**src/rtl/pipe_stage_reg_pkg.sv**
```systemverilog
// Definitions shared by the elastic pipeline-stage register: word size, control-bundle
// field layout, the NOP control encoding and the stage occupancy states.
package pipe_stage_reg_pkg;

    localparam int WORD_SIZE = 16;

    // Control-bundle layout, LSB offsets and widths
    localparam int ALUOP_LSB    = 0;
    localparam int ALUOP_W      = 3;
    localparam int ALUSRCB_LSB  = 3;
    localparam int ALUSRCB_W    = 2;
    localparam int MEMREAD_BIT  = 5;
    localparam int MEMWRITE_BIT = 6;
    localparam int BOP_BIT      = 7;
    localparam int REGWRITE_BIT = 8;
    localparam int PCSOURCE_LSB = 9;
    localparam int PCSOURCE_W   = 2;

    // All-zero control is a NOP: no RegWrite, no MemWrite, sequential PC
    localparam logic [15:0] CTRL_NOP = 16'h0000;

    typedef enum logic [1:0] {
        EMPTY = 2'd0,
        ONE   = 2'd1,
        FULL  = 2'd2
    } stage_state_t;

endpackage

```
**src/rtl/pipe_stage_reg_sat_counter.sv**
```systemverilog
// Saturating up-counter; sticks at all-ones and is cleared only by reset.
module sat_counter #(
    parameter int W = 16
) (
    input  logic         Clk,
    input  logic         Reset,
    input  logic         inc,
    output logic [W-1:0] count
);

    logic [W-1:0] r_count;

    always_ff @(posedge Clk or posedge Reset) begin
        if (Reset) begin
            r_count <= '0;
        end else if (inc && (r_count != {W{1'b1}})) begin
            r_count <= r_count + 1'b1;
        end
    end

    assign count = r_count;

endmodule

```
**src/rtl/pipe_stage_reg.sv**
```systemverilog
// Reusable elastic pipeline register: valid/ready handshake with a two-entry skid
// buffer, synchronous flush, bubble control on empty output and a stall counter.
module pipe_stage_reg
    import pipe_stage_reg_pkg::*;
#(
    parameter int                DATA_W      = 48,
    parameter int                CTRL_W      = 16,
    parameter logic [CTRL_W-1:0] BUBBLE_CTRL = CTRL_W'(CTRL_NOP),
    parameter int                CNT_W       = 16
) (
    input  logic              Clk,
    input  logic              Reset,
    input  logic              flush,
    input  logic              in_valid,
    output logic              in_ready,
    input  logic [DATA_W-1:0] in_data,
    input  logic [CTRL_W-1:0] in_ctrl,
    output logic              out_valid,
    input  logic              out_ready,
    output logic [DATA_W-1:0] out_data,
    output logic [CTRL_W-1:0] out_ctrl,
    output logic [CNT_W-1:0]  stall_cnt
);

    if ((DATA_W < 1) || (CTRL_W < 1) || (CNT_W < 1)) begin : g_badParam
        $error("pipe_stage_reg: DATA_W, CTRL_W and CNT_W must all be at least 1");
    end

    stage_state_t      r_state;
    stage_state_t      w_nextState;
    logic              w_inFire;
    logic              w_outFire;
    logic              w_loadMainIn;
    logic              w_loadSkid;
    logic              w_loadMainSkid;
    logic              w_stallInc;
    logic [DATA_W-1:0] r_mainData;
    logic [CTRL_W-1:0] r_mainCtrl;
    logic [DATA_W-1:0] r_skidData;
    logic [CTRL_W-1:0] r_skidCtrl;

    // in_ready is decoded from the registered state; only flush and reset gate it
    assign in_ready  = (r_state != FULL) & ~flush & ~Reset;
    assign out_valid = (r_state != EMPTY);
    assign w_inFire  = in_valid & in_ready;
    assign w_outFire = out_valid & out_ready;

    always_ff @(posedge Clk or posedge Reset) begin
        if (Reset) begin
            r_state <= EMPTY;
        end else begin
            r_state <= w_nextState;
        end
    end

    always_comb begin
        w_nextState    = r_state;
        w_loadMainIn   = 1'b0;
        w_loadSkid     = 1'b0;
        w_loadMainSkid = 1'b0;
        case (r_state)
            EMPTY: begin
                if (w_inFire) begin
                    w_loadMainIn = 1'b1;
                    w_nextState  = ONE;
                end
            end
            ONE: begin
                if (w_inFire && w_outFire) begin
                    w_loadMainIn = 1'b1;
                end else if (w_inFire) begin
                    w_loadSkid  = 1'b1;
                    w_nextState = FULL;
                end else if (w_outFire) begin
                    w_nextState = EMPTY;
                end
            end
            FULL: begin
                if (w_outFire) begin
                    w_loadMainSkid = 1'b1;
                    w_nextState    = ONE;
                end
            end
            default: begin
                w_nextState = EMPTY;
            end
        endcase
        // Squash wins over any transfer; held data is simply abandoned
        if (flush) begin
            w_nextState    = EMPTY;
            w_loadMainIn   = 1'b0;
            w_loadSkid     = 1'b0;
            w_loadMainSkid = 1'b0;
        end
    end

    always_ff @(posedge Clk or posedge Reset) begin
        if (Reset) begin
            r_mainData <= '0;
            r_mainCtrl <= BUBBLE_CTRL;
            r_skidData <= '0;
            r_skidCtrl <= BUBBLE_CTRL;
        end else begin
            if (w_loadMainIn) begin
                r_mainData <= in_data;
                r_mainCtrl <= in_ctrl;
            end else if (w_loadMainSkid) begin
                r_mainData <= r_skidData;
                r_mainCtrl <= r_skidCtrl;
            end
            if (w_loadSkid) begin
                r_skidData <= in_data;
                r_skidCtrl <= in_ctrl;
            end
        end
    end

    assign out_data = r_mainData;
    assign out_ctrl = out_valid ? r_mainCtrl : BUBBLE_CTRL;

    assign w_stallInc = out_valid & ~out_ready & ~flush;

    sat_counter #(
        .W(CNT_W)
    ) u_stallCounter (
        .Clk   (Clk),
        .Reset (Reset),
        .inc   (w_stallInc),
        .count (stall_cnt)
    );

endmodule

```
**config.mk**
```make
export PLATFORM = sky130hd
export DESIGN_NAME = pipe_stage_reg
export DESIGN_NICKNAME = d
export VERILOG_FILES = /design/src/rtl/pipe_stage_reg_pkg.sv /design/src/rtl/pipe_stage_reg_sat_counter.sv /design/src/rtl/pipe_stage_reg.sv
export SDC_FILE = /design/constraint.sdc
export NUM_CORES = 1
export LEC_CHECK = 0
export ABC_AREA = 1
export BUFFER_PORTS_ARGS = -buffer_cell sky130_fd_sc_hd__buf_2
export CAP_MARGIN = 10
export CORE_MARGIN = 1
export CORE_UTILIZATION = 50
export DETAILED_ROUTE_END_ITERATION = 7
export PLACE_DENSITY = 0.77
export SYNTH_ARGS = -nofsm -noshare
export SYNTH_HDL_FRONTEND = slang
export SYNTH_SLANG_ARGS = --single-unit
```
**constraint.sdc**
```tcl
create_clock -name Clk -period 4.1 [get_ports Clk]
set_input_delay 0.41 -clock Clk [delete_from_list [all_inputs] [get_ports Clk]]
set_output_delay 0.41 -clock Clk [all_outputs]
set_load 0.02 [all_outputs]
```
==> metrics.csv <==
metric;value;unit
ir_drop;0.000335;V
r2r_start;r_state[0];
synth_top_cell_by_area;dfrtp_1;
r2r_end;out_data[44];
row_count;43;
vias_per_cell;4.80;
area_growth;18.0;%
ctsHoldBuffers;0;
finalPower;4.83;mW
syn_area_per_cell;8.65;um2
power_density;576;nW/um2
synthMostInstantiatedCell;nand2_1;
synth_mux_area_frac;0;
clkPwrFrac;0.307;
power_leakage;4.69;nW
syn_inst;822;
cpPeakStageDelay;0.59;ns
timing.critical_path.required;4.45;ns
maxSlewHeadroom;0.243;
post-route-drc-count;0;
synth_fp_nets;892;
clock-root-buffer;clkbuf_16;
cp_cell_sequence;nor2_4, nor2_4, nand2_2, nor2_8, buf_4, nand2_1, nand3_1;
drt_iter0_markers;351;
worst_pin_slew;1.13;ns
finalCritPeriodShare;0.577;
seq_power_share;0.462;
die_y;121;um
switchingPower;1.63;mW
synth_compound_area_frac;0.00651;
dpl_cell_area;7810;um2
finalNetCount;1028;
synthesis.area;7110;um2
grt_pass1_wl;25.8;mm
track_usage;0.226;
worstSkewPairLatency;0.42;ns
num-fill-cells;1216;
combPwrFrac;0.232;
final_core_util;0.604;
hold_class;input port to asynchronous set/reset pin;
seqCellArea;3650;um2
holdWs;0.179;ns
cts_buffer_depth;2;
cap_violations;0;
grt.overflow.total;0;
first_pass_iters;5;
wire_per_inst;13.5;um
clk_pin_slew;0.06;ns
cp_num_cells;7;
synth-xor-area-share;0.0111;
cp_top_family;simple AND/OR/NAND/NOR gates;
final_cell_area;8390;um2
p_int;3.20;mW
critPathLaunchType;flop;
initial_core_util;0.512;
path_max_fanout;34;
async_reset_ff_frac;1.00;
final_hold_viol_count;0;
gp_congestion;0.829;
cts_tree;yes;
status;completed;
worst-path-buf-inv;1;
synth_edf_count;0;
synthTopCellsByArea;dfrtp_1 (51%), nand2_1 (21%), nand3_2 (8.6%);
ys_seq_elements;146;
yosysSeqAreaShare;0.514;
grt_setup_unrepaired;false;
switching_share;0.338;
drt_wl_total;15.5;mm
min_period;2.36;ns
port_buffers;150;
cts_setup_buffers;0;
antenna_found_initial;1;
numCtsBuffers;17;
synthAdderAreaFrac;0.00176;
num_vias;5535;
ys_warn_count;0;
die_x;121;um
dp_hpwl;9.98;mm
yosysTopAreaCellShare;0.514;
fin_skew;0.00815;ns
synth_top_family_by_area;simple AND/OR/NAND/NOR gates;
critical_path.most_common_cell;nor2_4;
final_layout_size_suffix_gt1_frac;0.337;
fmax;423;MHz
grt_max_degree;70;
fp.dieArea;14700;um2
synth-simple-area-share;0.402;
regToRegSetupSlack;1.74;ns
ys.flop_type;dfrtp_1;
reg2regPathDepth;7;
grt_pass1_vias;5351;
ys_top_cells_by_count;nand2_1 (404), dfrtp_1 (146), nand2_2 (63);
coreArea;13900;um2
crit_type;flop to flop;
ant_nets;0;
multi_input_area;3000;um2
cts_sinks;146;
tns;0;ns
setup_viol;0;
worstSetupEndpointType;flop;
worstPathArrival;2.72;ns
cts_resized;0;
synth_cell_type_count;28;
finalMaxSlewViolations;0;
htree_num_levels;4;
cp_slowest_cell;nor2_8;
ios;151;
## worst register-to-register path: stages, from the launching register on
cell and delay, ns:
dfrtp_1 0.50, nor2_4 0.16, nor2_4 0.15, nand2_2 0.11
nor2_8 0.59, buf_4 0.58, nand2_1 0.11, nand3_1 0.11
## cell families (layout without fill, tap and decap cells)
group	count (synthesis)	after routing
DFF	146	146
xor gates and xnor gates	9	9
buffers and inverters	71	220
AOI/OAI and AO/OA	7	7
other	0	2
and+or+nand+nor	588	588
adders and majority gates	1	1
## layer usage
metal / global-route usage / vias to the layer above / share of wire
met2: 0.363 / 135 / 0.47
met1: 0.296 / 2597 / 0.46
met4: 0.0710 / 0 / 0.012
li1: - / 2790 / -
met5: 0 / - / 0
met3: 0.0648 / 13 / 0.061
## area by class of cell
class | instances | area share
clock buffer | 20 | 0.0556
multi-input combinational | 605 | 0.358
inverter | 33 | 0.0155
antenna | 2 | 0.000597
timing repair buffer | 155 | 0.0955
tap | 180 | 0.0268
clock inverter | 12 | 0.0127
sequential | 146 | 0.436
## power by group through the flow
stage                     sequential [mW]  combinational [mW]  clock (mW)
final                                2.23                1.12        1.48
after global routing                 2.28                1.27        1.58
after CTS                            2.23                1.14        1.51
after detailed placement             2.24                1.13           0
after global placement               2.23                1.10           0
after floorplan                      2.39               0.604           0
## stage by stage
step | setup WS (ns) | instances
after global routing | 1.55 | 1151
after global placement | 1.76 | 1119
after floorplan | 1.86 | 822
after CTS | 1.70 | 1151
final | 1.74 | 1153
after detailed placement | 1.69 | 1119
## state kept, by name, indices dropped and copies added, names as in the netlist
register / flops
out_data: 48
r_mainCtrl: 16
r_skidCtrl: 16
r_skidData: 48
r_state: 2
u_stallCounter.count: 16
## cell usage in the layout, fill, tap and decap left out, types with 5 or more instances in the layout
cell / Yosys / final
nand2_1: 404 / 404
buf_2: 19 / 150
dfrtp_1: 146 / 146
nand2_2: 63 / 63
nand3_2: 61 / 61
nor2_1: 33 / 32
inv_1: 31 / 29
clkbuf_16: 0 / 17
nand3_1: 11 / 11
xnor2_1: 7 / 7
nor2_4: 4 / 5
nand4_1: 5 / 5
o21ai_0: 5 / 5
clkinv_2: 0 / 5
## worst max path at each step
stage | from | endpoint | slack [ns]
floorplan | Reset | out_data[0] | 1.86
global placement | r_state[0] | out_data[45] | 1.76
detailed placement | flush | out_data[5] | 1.69
CTS | r_state[0] | out_data[44] | 1.70
global route | r_state[0] | out_data[7] | 1.55
finish | r_state[0] | out_data[44] | 1.74
Note: power is estimated with default switching activity, not from simulation.
